`src/rtl/sdp_bram_stream_reader.sv`:
```
// Drains a block of words from a simple-dual-port BRAM read port (1-cycle latency)
// and presents them as a valid/ready stream, buffered by a 2-entry skid FIFO.
//
// state  | meaning
// S_IDLE | waiting for a command; zero-length commands finish here
// S_RUN  | issuing reads, throttled by FIFO credit
// S_DRAIN| all reads issued; waiting for the last word to be accepted
module sdp_bram_stream_reader #(
    parameter int DATA_WIDTH = 32,
    parameter int ADDR_WIDTH = 9,
    parameter int LEN_WIDTH  = 10
) (
    input  logic                  iClock,
    input  logic                  iResetN,
    input  logic                  iStart,
    input  logic [ADDR_WIDTH-1:0] iBaseAddr,
    input  logic [LEN_WIDTH-1:0]  iLength,
    output logic                  oBusy,
    output logic                  oDone,
    output logic                  oRdEn,
    output logic [ADDR_WIDTH-1:0] oRdAddr,
    input  logic [DATA_WIDTH-1:0] iRdData,
    output logic                  oValid,
    output logic [DATA_WIDTH-1:0] oData,
    output logic                  oLast,
    input  logic                  iReady
);

    typedef enum logic [1:0] {
        S_IDLE  = 2'd0,
        S_RUN   = 2'd1,
        S_DRAIN = 2'd2
    } state_t;

    state_t state_q, state_d;

    logic [LEN_WIDTH-1:0]  len_q;
    logic [LEN_WIDTH-1:0]  issue_cnt_q;
    logic [LEN_WIDTH-1:0]  cap_cnt_q;
    logic [ADDR_WIDTH-1:0] rd_addr_q;
    logic                  inflight_q;
    logic                  done_q;

    logic [1:0]            occ_q;
    logic [DATA_WIDTH-1:0] data0_q, data1_q;
    logic                  last0_q, last1_q;

    logic [2:0] pending;
    logic       valid_w;
    logic       pop;
    logic       rd_en;
    logic       last_issue;
    logic       start_run;
    logic       start_zero;
    logic       last_pop;
    logic       push_last;
    logic       done_d;

    assign valid_w   = (occ_q != 2'd0);
    assign pop       = valid_w && iReady;
    assign push_last = (cap_cnt_q == len_q - LEN_WIDTH'(1));

    always_comb begin
        state_d    = state_q;
        pending    = {1'b0, occ_q} + {2'b00, inflight_q};
        // Credit: words already buffered or in the BRAM pipe, less the one leaving now.
        rd_en      = (state_q == S_RUN) && (pending < (3'd2 + {2'b00, pop}));
        last_issue = rd_en && (issue_cnt_q == len_q - LEN_WIDTH'(1));
        start_run  = (state_q == S_IDLE) && iStart && (iLength != '0);
        start_zero = (state_q == S_IDLE) && iStart && (iLength == '0);
        last_pop   = (state_q == S_DRAIN) && pop && last0_q;
        done_d     = start_zero || last_pop;

        case (state_q)
            S_IDLE:  if (start_run)  state_d = S_RUN;
            S_RUN:   if (last_issue) state_d = S_DRAIN;
            S_DRAIN: if (last_pop)   state_d = S_IDLE;
            default: state_d = S_IDLE;
        endcase
    end

    always_ff @(posedge iClock or negedge iResetN) begin
        if (!iResetN) begin
            state_q     <= S_IDLE;
            len_q       <= '0;
            issue_cnt_q <= '0;
            cap_cnt_q   <= '0;
            rd_addr_q   <= '0;
            inflight_q  <= 1'b0;
            done_q      <= 1'b0;
        end else begin
            state_q    <= state_d;
            done_q     <= done_d;
            inflight_q <= rd_en;
            if (start_run) begin
                len_q       <= iLength;
                rd_addr_q   <= iBaseAddr;
                issue_cnt_q <= '0;
                cap_cnt_q   <= '0;
            end else begin
                if (rd_en) begin
                    rd_addr_q   <= rd_addr_q + ADDR_WIDTH'(1);
                    issue_cnt_q <= issue_cnt_q + LEN_WIDTH'(1);
                end
                if (inflight_q) begin
                    cap_cnt_q <= cap_cnt_q + LEN_WIDTH'(1);
                end
            end
        end
    end

    // Skid FIFO: entry 0 is always the head presented on the stream.
    always_ff @(posedge iClock or negedge iResetN) begin
        if (!iResetN) begin
            occ_q   <= 2'd0;
            data0_q <= '0;
            data1_q <= '0;
            last0_q <= 1'b0;
            last1_q <= 1'b0;
        end else begin
            case ({inflight_q, pop})
                2'b10: begin
                    if (occ_q == 2'd0) begin
                        data0_q <= iRdData;
                        last0_q <= push_last;
                    end else begin
                        data1_q <= iRdData;
                        last1_q <= push_last;
                    end
                    occ_q <= occ_q + 2'd1;
                end
                2'b01: begin
                    data0_q <= data1_q;
                    last0_q <= last1_q;
                    occ_q   <= occ_q - 2'd1;
                end
                2'b11: begin
                    if (occ_q == 2'd1) begin
                        data0_q <= iRdData;
                        last0_q <= push_last;
                    end else begin
                        data0_q <= data1_q;
                        last0_q <= last1_q;
                        data1_q <= iRdData;
                        last1_q <= push_last;
                    end
                end
                default: begin
                end
            endcase
        end
    end

    assign oBusy   = (state_q != S_IDLE);
    assign oDone   = done_q;
    assign oRdEn   = rd_en;
    assign oRdAddr = rd_addr_q;
    assign oValid  = valid_w;
    assign oData   = data0_q;
    assign oLast   = valid_w && last0_q;

endmodule

```
`config.mk`:
```
export PLATFORM = sky130hd
export DESIGN_NAME = sdp_bram_stream_reader
export DESIGN_NICKNAME = d
export VERILOG_FILES = /design/src/rtl/sdp_bram_stream_reader.sv
export SDC_FILE = /design/constraint.sdc
export NUM_CORES = 1
export LEC_CHECK = 0
export ABC_AREA = 1
export BUFFER_PORTS_ARGS = -buffer_cell sky130_fd_sc_hd__buf_4
export CORE_MARGIN = 4
export CORE_UTILIZATION = 60
export CTS_CLUSTER_DIAMETER = 120
export DETAILED_ROUTE_END_ITERATION = 8
export PLACE_DENSITY = 0.86
export SLEW_MARGIN = 15
export SYNTH_ARGS = -nofsm -noshare
export SYNTH_HDL_FRONTEND = slang
export SYNTH_SLANG_ARGS = --single-unit
```
`constraint.sdc`:
```
create_clock -name iClock -period 5 [get_ports iClock]
set_clock_uncertainty 0.05 [all_clocks]
set_input_delay 0.75 -clock iClock [delete_from_list [all_inputs] [get_ports iClock]]
set_output_delay 0.75 -clock iClock [all_outputs]
set_load 0.01 [all_outputs]
```
; Yosys cells after proc, flatten, opt, wreduce, memory -nomap -nowiden
; Index checks and enable logic that the tools add are counted.
[word_totals]
n_memories = 0
mem_bits_rw = 0
mem_bits_ro = 0
regBits = 111
output_inout_bits = 46
word_cells = 82
latchBits = 0
[op_classes]
n_eq_ne = 14
n_lt_le_gt_ge = 1
n_mux = 23
addsub = 8
bitwise_logic = 0
shift = 0
mul = 0
reduce_logical = 24
n_div = 0
[ops]
columns = operator, n
row1 = $mux W32, 4
row2 = $pmux W32 S3, 1
row3 = $pmux W32 S2, 1
row4 = $mux W10, 4
row5 = $add A10 B1 Y10 const B, 2
row6 = $eq A10 B10 Y1, 2
row7 = $mux W9, 2
row8 = $ne A2 B2 Y1 const B, 6
row9 = $reduce_bool A2 Y1, 6
row10 = $logic_not A10 Y1, 1
row11 = $reduce_bool A10 Y1, 1
row12 = $sub A10 B1 Y10 const B, 1
row13 = $add A9 B1 Y9 const B, 1
row14 = $logic_and A1 B1 Y1, 9
row15 = $eq A2 B1 Y1 const B, 3
row16 = $eq A2 B2 Y1 const B, 3
row17 = $mux W2, 3
row18 = $pmux W2 S3, 1
row19 = $reduce_and A3 Y1, 2
row20 = $logic_not A2 Y1, 2
row21 = $mux W1, 4
row22 = $pmux W2 S2, 1
row23 = $add A2 B1 Y3, 1
row24 = $add A2 B1 Y3 const A, 1
row25 = other kinds (8), 8

; Depth between registers and ports, before layout
; Gate-level depths: netlist of run 1.
[logic_depth]
word_depth = 8
depth_mapped = 14

; Worst setup path before layout of run 1
; OpenSTA, ideal clock, no wires.
[synth_path]
kind = input-to-reg
start = in iReady
end = reg data1_q[10]
required_ns = 4.833
path_stages = 10
n_path_buf = 1
arrival_time_ns = 1.915
slack_ns = 2.918
cell_sequence = nand2_4 -> inv_1 -> ha_1 -> nand2_1 -> nand2_1 -> nor2_1 -> inv_1 -> clkbuf_1 -> nand2_1 -> nand2_1
[synth_between]
elab_chain_len = 4
[synth_lines]
columns = item, line
row1 = from (decl), 26  ; input logic iReady
row2 = $logic_and A1 B1 Y1 *, 60  ; assign pop = valid_w && iReady;
row3 = $eq A2 B2 Y1, 121  ; case ({inflight_q, pop})
row4 = $ne A2 B2 Y1 (no line) or $reduce_bool A2 Y1 (tied branches), n/a
row5 = $reduce_and A3 Y1 (no line), n/a
row6 = to (signal assigned), 127  ; data1_q <= iRdData;
row7 = to (signal assigned), 144  ; data1_q <= iRdData;
row8 = to (decl), 45  ; logic [DATA_WIDTH-1:0] data0_q, data1_q;
; Mark *: on every way between the ends. The rest lies on a longest branch, timed or not.
; A chain may end at the register's enable or synchronous reset.

; Worst setup path after layout of run 1
[layout_path]
start = reg occ_q[1]
end = reg data0_q[18], in the netlist oData[18]
[layout_between]
elab_chain_len = 5
[layout_lines]
columns = item, line
row1 = from (decl), 44  ; logic [1:0] occ_q;
row2 = from (signal assigned), 130  ; occ_q <= occ_q + 2'd1;
row3 = from (signal assigned), 135  ; occ_q <= occ_q - 2'd1;
row4 = $reduce_bool A2 Y1, 59  ; assign valid_w = (occ_q != 2'd0);
row5 = $logic_and A1 B1 Y1, 60
row6 = $eq A2 B2 Y1 or $eq A2 B1 Y1 (tied branches), 121
row7 = $ne A2 B2 Y1 (no line) or $reduce_bool A3 Y1 (tied branches), n/a
row8 = $reduce_and A2 Y1 (no line), n/a
row9 = to (signal assigned), 124  ; data0_q <= iRdData;
row10 = to (signal assigned), 133  ; data0_q <= data1_q;
row11 = to (signal assigned), 139  ; data0_q <= iRdData;
row12 = to (decl), 45
; Several ways; a longest one is shown, not always the timed one.

==> results of run 1 <==
-- kinds of logic after synthesis --
group | Yosys count | synth area share
AND/OR/NAND/NOR | 377 | 0.277
AO/OA/AOI/OAI | 121 | 0.120
flip-flops | 111 | 0.494
buffers and inverters | 84 | 0.0583
XOR/XNOR | 14 | 0.0267
adder cells (fa/ha/maj) | 11 | 0.0245
-- power breakdown --
part	internal (uW)	switching, uW
logic	898	1410
registers	1320	323
clock network	202	352
-- cell usage in the layout, fill, tap and decap left out, drive strengths merged --
master	Yosys	final
a211oi	1	1
a21oi	16	16
a31oi	33	33
buf	12	104
clkbuf	16	9
clkinv	1	5
clkinvlp	0	1
dfrtp	111	111
ha	11	11
inv	55	57
nand2	236	236
nand3	39	39
nand3b	1	1
nand4	1	1
nor2	83	83
nor3	12	12
nor3b	2	2
nor4	3	3
o211ai	3	3
o21a	2	2
o21ai	64	64
o22ai	2	2
xnor2	5	5
xnor3	2	2
xor2	7	7
-- sequential cells by signal, summed over array words and instances (netlist names) --
name         flops
data1_q         32
oData           32
cap_cnt_q       10
issue_cnt_q     10
len_q           10
oRdAddr          9
occ_q            2
state_q          2
inflight_q       1
last0_q          1
last1_q          1
oDone            1
-- layer usage --
layer / GRT usage / share of wire
met1: 0.328 / 0.42
met2: 0.427 / 0.51
met3: 0.0488 / 0.046
met4: 0.0984 / 0.030
met5: 0 / 0
-- worst max path at each step --
stage          startpoint   endpoint  slack, ns  depth (start not counted)
2_1_floorplan  inflight_q      oRdEn       2.92                          5
4_1_cts          occ_q[0]  oData[18]       1.85                         10
3_5_place_dp       iReady  oData[12]       1.80                          8
6_report         occ_q[1]  oData[18]       1.76                         10
5_1_grt          occ_q[1]  oData[20]       1.62                         10
3_3_place_gp       iReady    last0_q       1.87                          8
-- worst max-delay path: stages (launching register included) --
cell and delay (ns):
dfrtp_1 0.43, inv_1 0.09, ha_1 0.21, inv_2 0.10, nand2_4 0.11, inv_1 0.07, ha_1 0.57, o21a_1 0.35
inv_1 0.79, nand2_1 0.12, a31oi_1 0.24
-- cell type report --
| type | count | area (um2) | area share |
|---|---|---|---|
| sequential | 111 | 2780 | 0.417 |
| timing repair buffer | 104 | 781 | 0.117 |
| tap | 111 | 139 | 0.0209 |
| clock buffer | 9 | 124 | 0.0186 |
| clock inverter | 7 | 87.6 | 0.0132 |
| inverter | 56 | 211 | 0.0318 |
| multi-input combinational | 523 | 2530 | 0.381 |
-- per-stage QoR --
stage               power [uW]  worst slack, ns  instance area, um2   util  cells
finish                    4510             1.76                6660  0.724    921
global placement          3820             1.87                6440  0.701    905
global route              4880             1.62                6660  0.724    921
CTS                       4510             1.85                6660  0.724    921
floorplan                 3150             2.92                5620      -    718
detailed placement        3940             1.80                6440  0.701    905
==> flow_summary.ini, run 1 <==
[floorplanning]
initial_core_util = 0.612
die_x_um = 105
row_count = 35
io_pins = 101
coreArea_mm2 = 0.00920
dieHeight_um = 105
die-area_mm2 = 0.0110

[layout]
final_nets = 871
final.fill_count = 699
drive_above_1_share = 0.173
areaGrowthSynthToFinish_pct = 18.3
antenna_cells = 0

[route]
drt_pass1_iterations = 5
wl_per_cell_um = 15.1
wirelength_um = 13900
drc_errors = 0
drtIter0Drc = 283
drtAntennaViolNets = 0
vias = 5171
via_per_inst = 5.61

[clock_network]
cts_tree = done
cts_sinks = 111
postCtsHoldBufs = 0
cts.htree.levels = 3
cts_setup_buffers = 0
clk_latency_ns = 0.39
cts-root-buf = clkbuf_8
post_cts_resized = 0
cts_inserted_buffers = 9
cts_buffer_depth = 2
cts.clk_slew.worst_paths_ns = 0.12

[synthesis]
async_flop_share = 1.00
yosysTopAreaCellShare = 0.494
synth_edf_count = 0
synth_top_area_cell = dfrtp_1
ys_ff_latch = 111
netlist_area_mm2 = 0.00562
syn-num-nets = 784
synthTopCellsByArea = dfrtp_1 (49%), nand2_1 (15%), nor2_1 (5.2%)
netlist_instances = 718
synth_area_per_cell_um2 = 7.83
synth_top_flop_cell = dfrtp_1
ys_warn_count = 0
yosys-top-cells-count = nand2_1 (231), dfrtp_1 (111), nor2_1 (78)
synth_seq_area_share = 0.494
yosysMostFrequentCell = nand2_1
ys_types = 33

[timing]
fin_hold_ws_ns = 0.414
slew_headroom = 0.221
tns_ns = 0
fin_crit_sh = 0.649
tightest_slew_ns = 1.17
min_period_ns = 3.24
slew_viol_final = 0
finalHoldViolCount = 0
setup_viol = 0
fmax_mhz = 308
rsz0062_at_grt = no

[worst_setup_path]
r2r_start = occ_q[1]
cp.arrival_ns = 3.49
critPathMaxFanout = 35
rrSetupSlack_ns = 1.76
cp-end-kind = flip-flop
reg2reg_to = oData[18]
cp.required_ns = 5.25
cp-start-kind = flip-flop
r2r_cells = 10
worstSetupPathType = reg -> reg

[grt]
grt_max_degree = 69
grt_usage = 0.255
grt_first_pass_wirelength_um = 22900
antenna_found_initial = 0
grt-ovfl-total = 0
first_global_vias = 4977

[placed_design]
io_buffers = 100
dpl.hpwl_um = 9620
gp_congestion = 0.874

[status]
outcome = finished clean

[power_and_ir_drop]
power.density_mw_per_mm2 = 678
leakage_uw = 0.00335
vdd_ir_drop_max_v = 0.000385

[min_path]
holdCritPathClass = in -> async

[flow_run]
drv_cap = 0
(Power assumes the default switching activity.)
==> run 2, diff against run 1 <==
--- a/config.mk
+++ b/config.mk
@@ -8,10 +8,10 @@
 export ABC_AREA = 1
 export BUFFER_PORTS_ARGS = -buffer_cell sky130_fd_sc_hd__buf_4
 export CORE_MARGIN = 4
-export CORE_UTILIZATION = 60
+export CORE_UTILIZATION = 51
 export CTS_CLUSTER_DIAMETER = 120
 export DETAILED_ROUTE_END_ITERATION = 8
-export PLACE_DENSITY = 0.86
+export PLACE_DENSITY = 0.78
 export SLEW_MARGIN = 15
 export SYNTH_ARGS = -nofsm -noshare
 export SYNTH_HDL_FRONTEND = slang
==> constraint.sdc (replaced) <==
create_clock -name iClock -period 2.8 [get_ports iClock]
set_clock_uncertainty 0.05 [all_clocks]
set_input_delay 0.42 -clock iClock [delete_from_list [all_inputs] [get_ports iClock]]
set_output_delay 0.42 -clock iClock [all_outputs]
set_load 0.01 [all_outputs]
==> run 2 against run 1 <==
  * Non-clock buffer count is 8 higher
  * Worst setup slack worse by 1.4 ns
  * Register-to-register slack worse by 1.2 ns
  * Core utilization is 9.6 points lower
==> flow_summary.ini, run 2 (same netlist as run 1, synthesis figures left out) <==
[clock_network]
cts_sinks = 111
cts_tree = done
cts.htree.levels = 3
clk_latency_ns = 0.40
cts_buffer_depth = 2
cts_inserted_buffers = 9
cts-root-buf = clkbuf_8
post_cts_resized = 0
cts.clk_slew.worst_paths_ns = 0.11

[power_and_ir_drop]
power.density_mw_per_mm2 = 1190
pwr-share-seq = 0.363
vdd_ir_drop_max_v = 0.000668
combPwrFrac = 0.520
leakage_uw = 0.00340
p_switching_uw = 3680
power.share.switching = 0.455
internal_power_uw = 4400
p_clk_frac = 0.117

[placed_design]
gp_congestion = 0.885
dp_cells = 940
dpl.hpwl_um = 10100
io_buffers = 100
dpl_worst_slack_ns = 0.380

[route]
wirelength_um = 13800
via_per_inst = 5.37
drtAntennaViolNets = 0
drt_pass1_iterations = 5
wl_per_cell_um = 14.4
drc_errors = 0
drtIter0Drc = 369
vias = 5149

[worst_setup_path]
critPathMostFrequentCell = ha_1
worstSetupPathType = reg -> out
cp.arrival_ns = 2.01
crit_buf_inv = 2
cp.required_ns = 2.33
cp-start-kind = flip-flop
cp-end-kind = primary output
path_cells = ha_1 > ha_1 > nor3_2 > nand2_4 > clkinv_2 > buf_4
critPathMaxFanout = 9
slowest_stage = dfrtp_1
critPathMaxStageDelay_ns = 0.49
path_delay_family = flip-flops

[layout]
multi_input_area_mm2 = 0.00253
final_nets = 879
final_common_cell = nand2_1
final_core_util = 0.628
drive_above_1_share = 0.178
fin_cells = 958
final_cell_mix = nand2_1 (231), dfrtp_1 (111), buf_4 (108)
areaGrowthSynthToFinish_pct = 20.4
final.fill_count = 946
antenna_cells = 0
seqCellArea_mm2 = 0.00278

[timing]
fin_hold_ws_ns = 0.175
finalHoldViolCount = 0
rsz0062_at_grt = no
setup_viol = 0
setup_ws_ns = 0.325
min_period_ns = 2.48
fmax_mhz = 404
tightest_slew_ns = 0.893
fin_crit_sh = 0.884
slew_viol_final = 0
tns_ns = 0
slew_headroom = 0.404

[floorplanning]
die_x_um = 113
initial_core_util = 0.521
io_pins = 101
dieHeight_um = 113
row_count = 38
die-area_mm2 = 0.0128
coreArea_mm2 = 0.0108

[grt]
grt_first_pass_wirelength_um = 23700
grt-ovfl-total = 0
grt_max_degree = 61
first_global_vias = 5197
grt_usage = 0.229
antenna_found_initial = 0

[flow_run]
drv_cap = 0

[status]
outcome = finished clean

[min_path]
holdCritPathClass = in -> reg
run 2: cell count changes in the layout (fill, tap and decap cells not counted), sizes merged:
cell         previous run  this run
buf                   104       111
clkinv                  5         3
dlygate4sd3             0         1
inv                    57        59
run 2: path summary, 6_finish.rpt:
path | start | end | slack (ns) | depth (start not counted)
min in group asynchronous | iResetN | len_q[4] | 0.49 | 2
max | inflight_q | oRdEn | 0.32 | 6
min | iRdData[10] | data1_q[10] | 0.18 | 3
max reg2reg | inflight_q | state_q[0] | 0.53 | 12
min reg2reg | data1_q[4] | data1_q[4] | 0.43 | 2
max in group asynchronous | iResetN | oData[12] | 1.52 | 3
run 2: layout make-up:
cell class              count  share of cell area
clock buffers               9              0.0183
inverters                  56              0.0312
well taps                 140              0.0259
flip-flops and latches    111               0.410
repair buffers            112               0.131
clock inverters             7             0.00942
multi-input cells         523               0.374
run 2: power groups by stage:
stage / clock network [uW] / logic, uW / registers [uW]
3_5_place_dp: 0 / 4190 / 2940
6_report: 949 / 4200 / 2930
5_1_grt: 1040 / 4770 / 3030
4_1_cts: 975 / 4190 / 2930
3_3_place_gp: 0 / 4030 / 2920
2_1_floorplan: 0 / 2680 / 2950
run 2: worst register-to-register path, cell delays in order (launching register included):
cell and delay, ns:
dfrtp_1 0.49, ha_1 0.25, ha_1 0.19, nor3_2 0.27
nand2_4 0.13, clkinv_2 0.15, nand3_1 0.13, nor2_1 0.11
nand2_1 0.06, nor2_1 0.08, nand3_1 0.13, nand2_1 0.09
nand2_1 0.05
run 2: layer usage:
| layer | track usage | part of all wire |
|---|---|---|
| met1 | 0.290 | 0.43 |
| met2 | 0.393 | 0.51 |
| met3 | 0.0332 | 0.040 |
| met4 | 0.0962 | 0.024 |
| met5 | 0 | 0 |
run 2: per-stage QoR:
step	power, uW	cell area, um2
detailed placement	7140	6550
global placement	6940	6550
CTS	8090	6750
floorplan	5630	5620
global route	8840	6770
finish	8080	6770
run 2: what timing repair did:
action / 4_1_cts / 5_1_grt
hold endpoints to repair: 35 / 0
hold buffers: 1 / 0
setup buffers: 0 / 0
==> run 3, diff against run 2 <==
--- a/config.mk
+++ b/config.mk
@@ -7,11 +7,13 @@
 export LEC_CHECK = 0
 export ABC_AREA = 1
 export BUFFER_PORTS_ARGS = -buffer_cell sky130_fd_sc_hd__buf_4
+export CELL_PAD_IN_SITES_DETAIL_PLACEMENT = 1
+export CELL_PAD_IN_SITES_GLOBAL_PLACEMENT = 2
 export CORE_MARGIN = 4
-export CORE_UTILIZATION = 51
+export CORE_UTILIZATION = 29
 export CTS_CLUSTER_DIAMETER = 120
 export DETAILED_ROUTE_END_ITERATION = 8
-export PLACE_DENSITY = 0.78
+export PLACE_DENSITY = 0.77
 export SLEW_MARGIN = 15
 export SYNTH_ARGS = -nofsm -noshare
 export SYNTH_HDL_FRONTEND = slang
==> run 3 against run 2 <==
  * Flip-flop and latch count stayed put
  * Critical path depth is 6 higher
  * Via count is 0.80% lower
  * Critical endpoint is now data1_q[17]
==> flow_summary.ini, run 3 (same netlist as run 1, synthesis figures left out) <==
[clock_network]
cts_sinks = 111
clk_latency_ns = 0.36
cts_inserted_buffers = 9
cts.htree.levels = 3
cts_setup_buffers = 0
cts_tree = done
cts.clk_slew.worst_paths_ns = 0.09
cts_buffer_depth = 2
cts-root-buf = clkbuf_16

[grt]
antenna_found_initial = 0
grt_usage = 0.162
grt_max_degree = 69
first_global_vias = 5544
grt_first_pass_wirelength_um = 28500
grt-ovfl-total = 0

[flow_run]
drv_cap = 0

[route]
routed-wl-met3_um = 656
drt_pass1_iterations = 4
drtIter0Drc = 187
met1_length_um = 7740
drc_errors = 0
drtAntennaViolNets = 0
vias = 5108
wl_per_cell_um = 15.8
via_per_inst = 4.74
highest_layer = met4
wl_met2_um = 8530
wirelength_um = 17100

[layout]
antenna_cells = 0
final_common_cell = nand2_1
fin_area_mm2 = 0.00699
final_cell_mix = nand2_1 (231), dfrtp_1 (111), buf_4 (111)
drive_above_1_share = 0.180
final_nets = 880
areaGrowthSynthToFinish_pct = 24.3

[worst_setup_path]
path_cells = inv_1 > ha_1 > inv_2 > nand2_4 > inv_1 > ha_1 > nand2_1 > nand2_1 > nor2_2 > clkinvlp_4 > nand2_1 > nand2_1
slowest_stage = clkinvlp_4
path_delay_family = buffers and inverters
rrSetupSlack_ns = 0.27
crit_buf_inv = 4
critPathMaxStageDelay_ns = 0.54
cp.required_ns = 3.00
worstSetupPathType = reg -> reg
cp-start-kind = flip-flop
cp.arrival_ns = 2.73
critPathMaxFanout = 33
cp-end-kind = flip-flop
critPathMostFrequentCell = nand2_1

[placed_design]
gp_congestion = 0.761
dpl.hpwl_um = 12500
io_buffers = 100
place_area_mm2 = 0.00670

[timing]
tightest_slew_ns = 0.878
setup_viol = 0
rsz0062_at_grt = yes
fmax_mhz = 395
fin_crit_sh = 0.904
min_period_ns = 2.53
finalHoldViolCount = 0
slew_headroom = 0.413
slew_viol_final = 0

[floorplanning]
coreArea_mm2 = 0.0189
initial_core_util = 0.298
dieHeight_um = 147
io_pins = 101
die-area_mm2 = 0.0217
row_count = 50
die_x_um = 147

[power_and_ir_drop]
total_power_uw = 8520
power.density_mw_per_mm2 = 1220
leakage_uw = 0.00343
vdd_ir_drop_max_v = 0.000516

[status]
outcome = finished clean

[min_path]
holdCritPathClass = in -> reg
-- run 3: through the flow --
step	hold slack, ns	cells	worst slack (ns)	setup TNS (ns)	utilization
floorplan	0.0744	718	0.742	0	-
global placement	0.254	1062	0.387	0	0.355
detailed placement	0.257	1062	0.162	0	0.355
CTS	0.204	1078	0.161	0	0.370
global route	0.213	1078	-0.00785	-0.00906	0.370
finish	0.219	1078	0.268	0	0.370
-- run 3: path summary, 6_finish.rpt --
check | startpoint | endpoint | cells after the start
worst max register to register | occ_q[0] | data1_q[17] | 12
max in group asynchronous | iResetN | oData[9] | 3
worst max-delay path | occ_q[0] | data1_q[17] | 12
worst min register to register | data1_q[9] | data1_q[9] | 2
worst min-delay path | iRdData[18] | data1_q[18] | 3
min in group asynchronous | iResetN | len_q[7] | 2
-- run 3: per-layer routing --
layer  GRT usage  up-vias
met5           0        -
met4      0.0322        0
met3      0.0429       10
met2       0.278       66
met1       0.208     2515
li1            -     2517
-- run 3: layout make-up --
| cell class | count | area [um2] |
|---|---|---|
| tap | 260 | 325 |
| timing repair buffer | 113 | 863 |
| sequential | 111 | 2780 |
| clock inverter | 6 | 53.8 |
| multi-input combinational | 523 | 2530 |
| fill | 2327 | 11900 |
| clock buffer | 9 | 225 |
| inverter | 56 | 215 |
-- run 3: worst register-to-register path, delay by kind of cell, from the launching register on --
family        cells  cell delay (ns)
fa+ha+maj         2             0.44
simple gates      6             0.71
flops             1             0.43
buf+inv           4             0.78
-- run 3: power breakdown --
group / total [uW] / internal (uW) / switching, uW
Sequential: 2930 / 2360 / 565
Clock: 1290 / 621 / 667
Combinational: 4300 / 1640 / 2660
Total: 8520 / 4620 / 3890
-- run 3: timing repair --
item / 4_1_cts / 5_1_grt
resized for setup: 0 / 1
setup endpoints to repair: 0 / 33
endpoints found under the hold margin: 14 / 0
hold buffers: 1 / 0
